File: src/rtl/gate_result_buffer.sv
// FWFT result buffer behind the bitwise gate stage: valid/ready in, valid/ready out.
// Optional statistics counters are built when GATE_RESULT_STATS_EN is defined.
module gate_result_buffer #(
  parameter int DATA_W = 2,
  parameter int DEPTH  = 4,
  parameter int CNT_W  = 8
) (
  input  logic                       clk,
  input  logic                       rst_n,
  input  logic                       flush,
  input  logic                       in_valid,
  output logic                       in_ready,
  input  logic [DATA_W-1:0]          in_data,
  output logic                       out_valid,
  input  logic                       out_ready,
  output logic [DATA_W-1:0]          out_data,
  output logic [$clog2(DEPTH):0]     level,
  output logic [CNT_W-1:0]           ones_cnt,
  output logic [CNT_W-1:0]           total_cnt
);

  localparam int AW = $clog2(DEPTH);
  localparam int PW = AW + 1;

  logic [PW-1:0]     r_wr_ptr;
  logic [PW-1:0]     r_rd_ptr;
  logic [DATA_W-1:0] r_mem [DEPTH];
  logic              r_alive;

  logic w_full;
  logic w_empty;
  logic w_push;
  logic w_pop;

  assign w_full  = (r_wr_ptr[AW] != r_rd_ptr[AW]) &&
                   (r_wr_ptr[AW-1:0] == r_rd_ptr[AW-1:0]);
  assign w_empty = (r_wr_ptr == r_rd_ptr);

  // r_alive keeps in_ready low until the first edge after reset release
  assign in_ready  = r_alive & ~w_full & ~flush;
  assign out_valid = ~w_empty;
  assign out_data  = r_mem[r_rd_ptr[AW-1:0]];
  assign level     = r_wr_ptr - r_rd_ptr;

  assign w_push = in_valid & in_ready;
  assign w_pop  = out_valid & out_ready & ~flush;

  always_ff @(posedge clk or negedge rst_n) begin
    if (!rst_n) begin
      r_alive  <= 1'b0;
      r_wr_ptr <= '0;
      r_rd_ptr <= '0;
    end else begin
      r_alive <= 1'b1;
      if (flush) begin
        r_wr_ptr <= '0;
        r_rd_ptr <= '0;
      end else begin
        if (w_push) r_wr_ptr <= r_wr_ptr + PW'(1);
        if (w_pop)  r_rd_ptr <= r_rd_ptr + PW'(1);
      end
    end
  end

  // Storage is reset so out_data reads zero while rst_n is low
  always_ff @(posedge clk or negedge rst_n) begin
    if (!rst_n) begin
      for (int unsigned i = 0; i < DEPTH; i++) r_mem[i] <= '0;
    end else if (w_push) begin
      r_mem[r_wr_ptr[AW-1:0]] <= in_data;
    end
  end

`ifdef GATE_RESULT_STATS_EN
  logic [CNT_W-1:0] r_ones_cnt;
  logic [CNT_W-1:0] r_total_cnt;

  always_ff @(posedge clk or negedge rst_n) begin
    if (!rst_n) begin
      r_ones_cnt  <= '0;
      r_total_cnt <= '0;
    end else if (w_push) begin
      if (r_total_cnt != '1) r_total_cnt <= r_total_cnt + CNT_W'(1);
      if ((in_data == '1) && (r_ones_cnt != '1)) r_ones_cnt <= r_ones_cnt + CNT_W'(1);
    end
  end

  assign ones_cnt  = r_ones_cnt;
  assign total_cnt = r_total_cnt;
`else
  assign ones_cnt  = '0;
  assign total_cnt = '0;
`endif

endmodule

File: config.mk
export PLATFORM = sky130hd
export DESIGN_NAME = gate_result_buffer
export DESIGN_NICKNAME = d
export VERILOG_FILES = /design/src/rtl/gate_result_buffer.sv
export SDC_FILE = /design/constraint.sdc
export NUM_CORES = 1
export LEC_CHECK = 0
export CAP_MARGIN = 5
export CORE_MARGIN = 3
export CORE_UTILIZATION = 50
export CTS_BUF_LIST = sky130_fd_sc_hd__clkbuf_8 sky130_fd_sc_hd__clkbuf_16
export DETAILED_ROUTE_END_ITERATION = 16
export PLACE_DENSITY_LB_ADDON = 0.15
export SKIP_LAST_GASP = 1
export SLEW_MARGIN = 20
export SYNTH_ARGS = -nofsm -noshare
export SYNTH_HDL_FRONTEND = slang
export SYNTH_SLANG_ARGS = --single-unit
File: constraint.sdc
create_clock -name clk -period 3.6 [get_ports clk]
set_input_delay 0.54 -clock clk [delete_from_list [all_inputs] [get_ports clk]]
set_output_delay 0.54 -clock clk [all_outputs]
set_load 0.05 [all_outputs]
==> parameters.txt, run 1 <==
Parameter                              Value

CTS
  Count of hold-fix buffers inserted at cts ... 0
  Insertion delay to the later sink of the worst-skew pair ... between 0.2 and 0.3 ns
  TritonCTS clock tree ... done
  Total setup buffers inserted after CTS ... 0
  Clock Tree Buf Depth ... 2
  Count of H-tree levels built during CTS ... 1
  Clock buffer count from CTS ... 3
  Num Clock Sinks ... 15
  Clock-pin slew reported for the worst setup and hold paths after clock tree synthesis ... roughly 0.060 ns
  Post-cts resize count ... 0
  Clock root cell ... sky130_fd_sc_hd__clkbuf_8

STA
  Total count of max-transition violations in the final report ... 0
  Worst relative slew slack ... 0.549
  Hold Violations, Final ... 0
  Setup WS post-layout ... between 0.5 and 0.6 ns
  Setup TNS after final layout ... 0 ns
  Setup violation total in the final timing report ... 0
  Peak Freq ... roughly 330 MHz
  Worst Clk Skew ... around 0.0018 ns
  Setup repair after global routing missed its margin ... no
  Shortest clock period the worst path allows after layout ... 3.02 ns
  Tcrit/Tclk final ... 0.840
  Worst Tran Pin Value ... between 0.6 and 0.7 ns

Placement
  Final weighted congestion in routability-driven placement ... between 0.7 and 0.8
  Dpl hpwl ... about 1400 µm
  Number of buffers inserted by port buffering ... 13
  Post-DP Area ... 1120 µm²
  Place WS ... about 0.59 ns
  Placed cell count ... 128

Floorplan
  DIE AREA ... between 2000 and 3000 µm²
  Placeable Area ... about 1800 µm²
  Die boundary height ... ~50 µm
  Horiz. Die Dim ... 51.3 µm
  Effective utilization at floorplan ... 0.559
  Site row count ... 15
  Top-level I/O count ... 30

Cells and area
  Nets ... between 100 and 150
  Commonest cells after routing, fill and taps aside ... 17 x sky130_fd_sc_hd__conb_1, 15 x sky130_fd_sc_hd__dfrtp_1, 13 x sky130_fd_sc_hd__clkdlybuf4s50_1
  Number of antenna cells inserted ... 0
  P&R area growth vs syn ... 13.3%
  Share of layout cells above drive strength 1 ... 0.178
  Leading cell type in the layout, fill and taps excluded ... sky130_fd_sc_hd__conb_1
  Filler instances ... approximately 160
  Final instance area ... between 1000 and 1500 µm²
  Post-Layout Cell Count ... between 100 and 150

Worst setup path
  Top fanout value on the critical path ... 13
  CP Class ... input pin to output pin
  R2R depth ... 5
  Startpoint of the worst-slack reg-to-reg timing path ... r_rd_ptr[1]$_DFFE_PN0P_
  Data required time at the worst endpoint ... 3.06 ns
  Type of origin of the critical path ... input pin
  CP startpoint ... flush
  Register-to-register setup slack ... between 1.5 and 2 ns
  Critical path arrival ... 2.48 ns
  Type of destination of the critical path ... output pin
  End point of the critical path ... in_ready
  Endpoint of the worst register-to-register path ... r_mem[4]$_DFFE_PN0P_

Global routing
  Initial antenna violation count ... 0
  GR Util All Layers ... 0.155
  Global-route wire length before repair ... around 2900 µm
  GRT overflow ... 0
  Vias in the first global route ... between 600 and 700
  Pin count of the biggest net entering global routing ... 16

Run status
  Run status ... finished clean

Logic synthesis
  Syn. warnings ... 0
  Distinct cell type count after synthesis ... 23
  Sequential fraction of the synthesis area ... 0.365
  Gate count of the mapped netlist ... slightly above 90
  Cell area after technology mapping ... 1030 µm²
  Number of synthesized register bits ... 15
  Synthesized area divided by synthesized cell count ... ~11 µm²

Flow run
  Max-Cap Viols ... 0

Power and ir drop
  Cell leakage power ... about 0.56 nW
  Peak supply drop ... approximately 0.29 mV
  Power per unit of standard cell area ... about 500 nW/µm²

Drt
  First-pass DRT Iterations ... 4
  WL final ... around 1800 µm
  Average via count per standard cell ... 4.80
  Routed wire per std cell ... ~14 µm
  Via count ... about 630
  Number of design-rule violations left by the first detailed-router iteration ... 5
  Number of DRC violations after detailed routing ... 0
  Number of routed nets with antenna violations ... 0

Worst hold path
  Worst hold path type ... flip-flop to flip-flop
  Instance count along the most critical hold path ... 1
power breakdown:
part	switching (mW)	internal, mW	leakage (nW)
Sequential	0.0161	0.189	0.198
Combinational	0.154	0.0803	0.334
Clock	0.0599	0.0766	0.0255
logic make-up after synthesis:
logic type | synth area share
buffers and inverters | 0.153
muxes | 0.199
and+or+nand+nor | 0.0792
DFF | 0.365
AOI/OAI and AO/OA | 0.0743
adders and majority gates | 0.105
other | 0.00731
xor gates and xnor gates | 0.0171
worst max-delay path: stages:
cell                              delay (ns)
sky130_fd_sc_hd__clkdlybuf4s50_1        0.61
sky130_fd_sc_hd__nor2b_1                0.36
sky130_fd_sc_hd__o21a_1                 0.17
sky130_fd_sc_hd__clkdlybuf4s50_1        0.80
per-stage QoR:
step,utilization,hold slack [ns],total power [mW]
after global placement,0.607,0.485,0.437
final,0.633,0.502,0.576
after CTS,0.633,0.505,0.580
after floorplan,-,0.244,0.392
after detailed placement,0.607,0.491,0.443
after global routing,0.633,0.521,0.607
worst min-delay path by stage:
stage,from,end,slack [ns]
global placement,r_mem[0]$_DFFE_PN0P_,r_mem[0]$_DFFE_PN0P_,0.48
global route,r_mem[0]$_DFFE_PN0P_,r_mem[0]$_DFFE_PN0P_,0.52
finish,r_mem[1]$_DFFE_PN0P_,r_mem[1]$_DFFE_PN0P_,0.50
CTS,r_mem[1]$_DFFE_PN0P_,r_mem[1]$_DFFE_PN0P_,0.50
detailed placement,r_mem[1]$_DFFE_PN0P_,r_mem[1]$_DFFE_PN0P_,0.49
floorplan,rst_n,r_alive$_DFF_PN0_,0.24
sequential cells by signal (all words and copies together) (netlist names):
register,flops
r_mem,8
r_alive,1
r_wr_ptr,3
r_rd_ptr,3
area by class of cell:
| class | count | area [µm²] | area share |
|---|---|---|---|
| Clock buffer | 3 | 41.3 | 0.0355 |
| Inverter | 6 | 22.5 | 0.0194 |
| Sequential cell | 15 | 375 | 0.323 |
| Multi-Input combinational cell | 68 | 551 | 0.473 |
| Tap cell | 25 | 31.3 | 0.0269 |
| Clock inverter | 1 | 5.00 | 0.00430 |
| Timing Repair Buffer | 14 | 138 | 0.118 |
metal layers:
metal / global-route usage / wire (µm)
met3: 0.0292 / 88
met2: 0.266 / 936
met5: 0 / 0
met4: 0.0655 / 15
met1: 0.189 / 774
synthesized netlist by cell type:
cell / n / area [µm²]
sky130_fd_sc_hd__buf_4: 16 / 120
sky130_fd_sc_hd__dfrtp_1: 15 / 375
sky130_fd_sc_hd__mux2_2: 11 / 124
sky130_fd_sc_hd__ha_1: 7 / 87.6
sky130_fd_sc_hd__inv_1: 6 / 22.5
sky130_fd_sc_hd__nor2_1: 5 / 18.8
sky130_fd_sc_hd__nand2b_1: 4 / 25.0
sky130_fd_sc_hd__nor2b_1: 4 / 25.0
sky130_fd_sc_hd__o2111ai_1: 4 / 35.0
sky130_fd_sc_hd__a31oi_1: 2 / 12.5
sky130_fd_sc_hd__conb_1: 2 / 7.51
sky130_fd_sc_hd__mux2i_1: 2 / 20.0
sky130_fd_sc_hd__mux4_2: 2 / 45.0
sky130_fd_sc_hd__nand2_1: 2 / 7.51
sky130_fd_sc_hd__xnor2_1: 2 / 17.5
sky130_fd_sc_hd__buf_6: 1 / 11.3
sky130_fd_sc_hd__clkbuf_1: 1 / 3.75
sky130_fd_sc_hd__fa_1: 1 / 20.0
sky130_fd_sc_hd__mux2_4: 1 / 15.0
sky130_fd_sc_hd__nand3_1: 1 / 5.00
sky130_fd_sc_hd__o2111a_1: 1 / 11.3
sky130_fd_sc_hd__o211a_1: 1 / 10.0
sky130_fd_sc_hd__o21a_1: 1 / 7.51
Power figures use the tool's default switching activity.
==> run 2, diff against run 1 <==
--- a/config.mk
+++ b/config.mk
@@ -7,7 +7,7 @@
 export LEC_CHECK = 0
 export CAP_MARGIN = 5
 export CORE_MARGIN = 3
-export CORE_UTILIZATION = 50
+export CORE_UTILIZATION = 42
 export CTS_BUF_LIST = sky130_fd_sc_hd__clkbuf_8 sky130_fd_sc_hd__clkbuf_16
 export DETAILED_ROUTE_END_ITERATION = 16
 export PLACE_DENSITY_LB_ADDON = 0.15
==> constraint.sdc (replaced) <==
create_clock -name clk -period 2.7 [get_ports clk]
set_input_delay 0.405 -clock clk [delete_from_list [all_inputs] [get_ports clk]]
set_output_delay 0.405 -clock clk [all_outputs]
set_load 0.05 [all_outputs]
==> run 2 against run 1 <==
  * Hold slack gained 0.0045 ns
  * Final area grew 1.7%
  * Clock power grew 32%
  * First-iteration DRC count grew to 2.6 times the previous value
  * Non-clock buffer count grew 1
  * Power grew 33%
  * Setup slack lost 0.32 ns
  * Routed wire length shrank 5.1%
  * Critical path depth is the same
  * Sequential power grew 32%
  * Clock skew grew 0.00051 ns
  * Combinational power grew 34%
==> parameters.txt, run 2 (synthesis results as in run 1) <==
Parameter                              Value

Placement
  Dpl hpwl ... around 1400 µm
  Final weighted congestion in routability-driven placement ... just under 0.8
  Number of buffers inserted by port buffering ... 13
  Place WS ... 0.311 ns

Worst setup path
  Type of destination of the critical path ... output pin
  Library cell contributing the largest single delay on the critical path ... sky130_fd_sc_hd__clkdlybuf4s50_1
  Top fanout value on the critical path ... 5
  WP buf/inv ... 2
  CP max stage delay ... 0.81 ns
  Type of origin of the critical path ... flip-flop
  Cells along the critical path ... inv_1 -> ha_1 -> nand3_1 -> clkdlybuf4s50_1
  CP Class ... flip-flop to output pin
  Data required time at the worst endpoint ... roughly 2.3 ns
  Top delay family on crit path ... buffers and inverters
  Critical path arrival ... about 2.0 ns

Cells and area
  Filler instances ... slightly above 200
  Share of layout cells above drive strength 1 ... 0.194
  Leading registers by flop count ... r_mem: 8 flops, r_rd_ptr: 3 flops, r_wr_ptr: 3 flops
  Nets ... between 100 and 150
  Commonest cells after routing, fill and taps aside ... 17 x sky130_fd_sc_hd__conb_1, 15 x sky130_fd_sc_hd__dfrtp_1, 11 x sky130_fd_sc_hd__mux2_2
  Leading cell type in the layout, fill and taps excluded ... sky130_fd_sc_hd__conb_1
  P&R area growth vs syn ... 15.2%
  Number of antenna cells inserted ... 0
  Final standard cell utilization of the core ... 0.520
  Largest register FFs ... 8
  Reg with most FFs ... r_mem

Floorplan
  Die boundary height ... 55.5 µm
  Site row count ... 17
  DIE AREA ... 3080 µm²
  Effective utilization at floorplan ... 0.451
  Horiz. Die Dim ... approximately 55 µm
  Placeable Area ... between 2000 and 2500 µm²
  Top-level I/O count ... 30

Drt
  Routed wire per std cell ... between 10 and 15 µm
  Via count ... roughly 660
  WL final ... approximately 1700 µm
  Average via count per standard cell ... between 4 and 5
  First-pass DRT Iterations ... 3
  Number of DRC violations after detailed routing ... 0
  Number of routed nets with antenna violations ... 0
  Number of design-rule violations left by the first detailed-router iteration ... 13

STA
  Worst Hold Slack ... between 0.5 and 0.6 ns
  Hold Violations, Final ... 0
  Setup TNS after final layout ... 0 ns
  Total count of max-transition violations in the final report ... 0
  Setup repair after global routing missed its margin ... no
  Peak Freq ... 409 MHz
  Worst relative slew slack ... 0.548
  Worst Tran Pin Value ... just under 0.7 ns
  Shortest clock period the worst path allows after layout ... 2.45 ns
  Setup WS post-layout ... between 0.2 and 0.3 ns
  Worst Clk Skew ... 0.00235 ns
  Setup violation total in the final timing report ... 0
  Tcrit/Tclk final ... 0.906

Global routing
  Vias in the first global route ... around 680
  GRT overflow ... 0
  Global-route wire length before repair ... 3060 µm
  Initial antenna violation count ... 0
  GR Util All Layers ... 0.125
  Pin count of the biggest net entering global routing ... 16

Power and ir drop
  Part of the total power dissipated in combinational logic ... 0.411
  Switching fraction of total power ... 0.396
  Sw power ... approximately 0.3 mW
  Clk network pwr share ... 0.234
  Relative contribution of sequential cells to total power ... 0.355
  Power per unit of standard cell area ... between 600 and 700 nW/µm²
  Cell leakage power ... approximately 0.59 nW
  Internal power ... 0.461 mW
  Peak supply drop ... ~0.33 mV

CTS
  TritonCTS clock tree ... done
  Clock-pin slew reported for the worst setup and hold paths after clock tree synthesis ... around 0.06 ns
  Clock Tree Buf Depth ... 2
  Count of hold-fix buffers inserted at cts ... 0
  Clock root cell ... sky130_fd_sc_hd__clkbuf_8
  Insertion delay to the later sink of the worst-skew pair ... between 0.2 and 0.3 ns
  Num Clock Sinks ... 15
  Clock buffer count from CTS ... 3
  Count of H-tree levels built during CTS ... 1

Run status
  Run status ... finished clean

Flow run
  Max-Cap Viols ... 0

Worst hold path
  Worst hold path type ... flip-flop to flip-flop
[run 2: cell count changes in the layout (fill, tap and decap cells not counted)]
cell / previous run / this run
sky130_fd_sc_hd__clkdlybuf4s50_1: 13 / 10
sky130_fd_sc_hd__buf_4: 1 / 3
sky130_fd_sc_hd__buf_12: 0 / 1
sky130_fd_sc_hd__clkinv_2: 1 / 0
sky130_fd_sc_hd__dlymetal6s2s_1: 0 / 1
sky130_fd_sc_hd__inv_1: 6 / 7
[run 2: final cells by class]
class	count	area (µm²)	share of cell area
flip-flops and latches	15	375	0.317
multi-input cells	68	551	0.465
repair buffers	15	155	0.131
inverters	6	22.5	0.0190
clock inverters	1	3.75	0.00317
clock buffers	3	41.3	0.0349
well taps	28	35.0	0.0296
[run 2: worst paths after layout]
check,from,to,slack [ns],depth (start not counted)
setup / recovery,r_wr_ptr[0]$_DFFE_PN0P_,out_valid,0.25,4
min in group asynchronous,rst_n,r_wr_ptr[2]$_DFFE_PN0P_,0.57,1
hold reg to reg,r_mem[2]$_DFFE_PN0P_,r_mem[2]$_DFFE_PN0P_,0.51,1
hold / removal,r_mem[2]$_DFFE_PN0P_,r_mem[2]$_DFFE_PN0P_,0.51,1
max in group asynchronous,rst_n,r_mem[0]$_DFFE_PN0P_,1.70,1
setup reg to reg,r_rd_ptr[1]$_DFFE_PN0P_,r_mem[2]$_DFFE_PN0P_,0.74,5
[run 2: power groups by stage]
stage	clock network, mW	registers, mW	logic, mW
final	0.179	0.271	0.314
after CTS	0.186	0.272	0.316
after detailed placement	0	0.276	0.316
after global placement	0	0.275	0.312
after floorplan	0	0.270	0.253
after global routing	0.195	0.276	0.332
[run 2: repair_timing]
| action | in CTS | in global routing |
|---|---|---|
| resized for setup | 0 | 1 |
| endpoints found under the hold margin | 0 | 0 |
| setup endpoints to repair | 0 | 1 |
| buffers inserted | 0 | 0 |
[run 2: routing by layer]
layer,global-route usage,up-vias,part of all wire
met3,0.0257,5,0.060
li1,-,318,-
met1,0.151,308,0.45
met4,0.0625,0,0.021
met5,0,-,0
met2,0.208,25,0.47
[run 2: metrics by stage]
step | cells | instance area, µm² | power, mW
2_1_floorplan | 107 | 1080 | 0.523
3_3_place_gp | 132 | 1140 | 0.587
3_5_place_dp | 132 | 1140 | 0.592
4_1_cts | 136 | 1180 | 0.774
5_1_grt | 136 | 1180 | 0.802
6_report | 136 | 1180 | 0.764
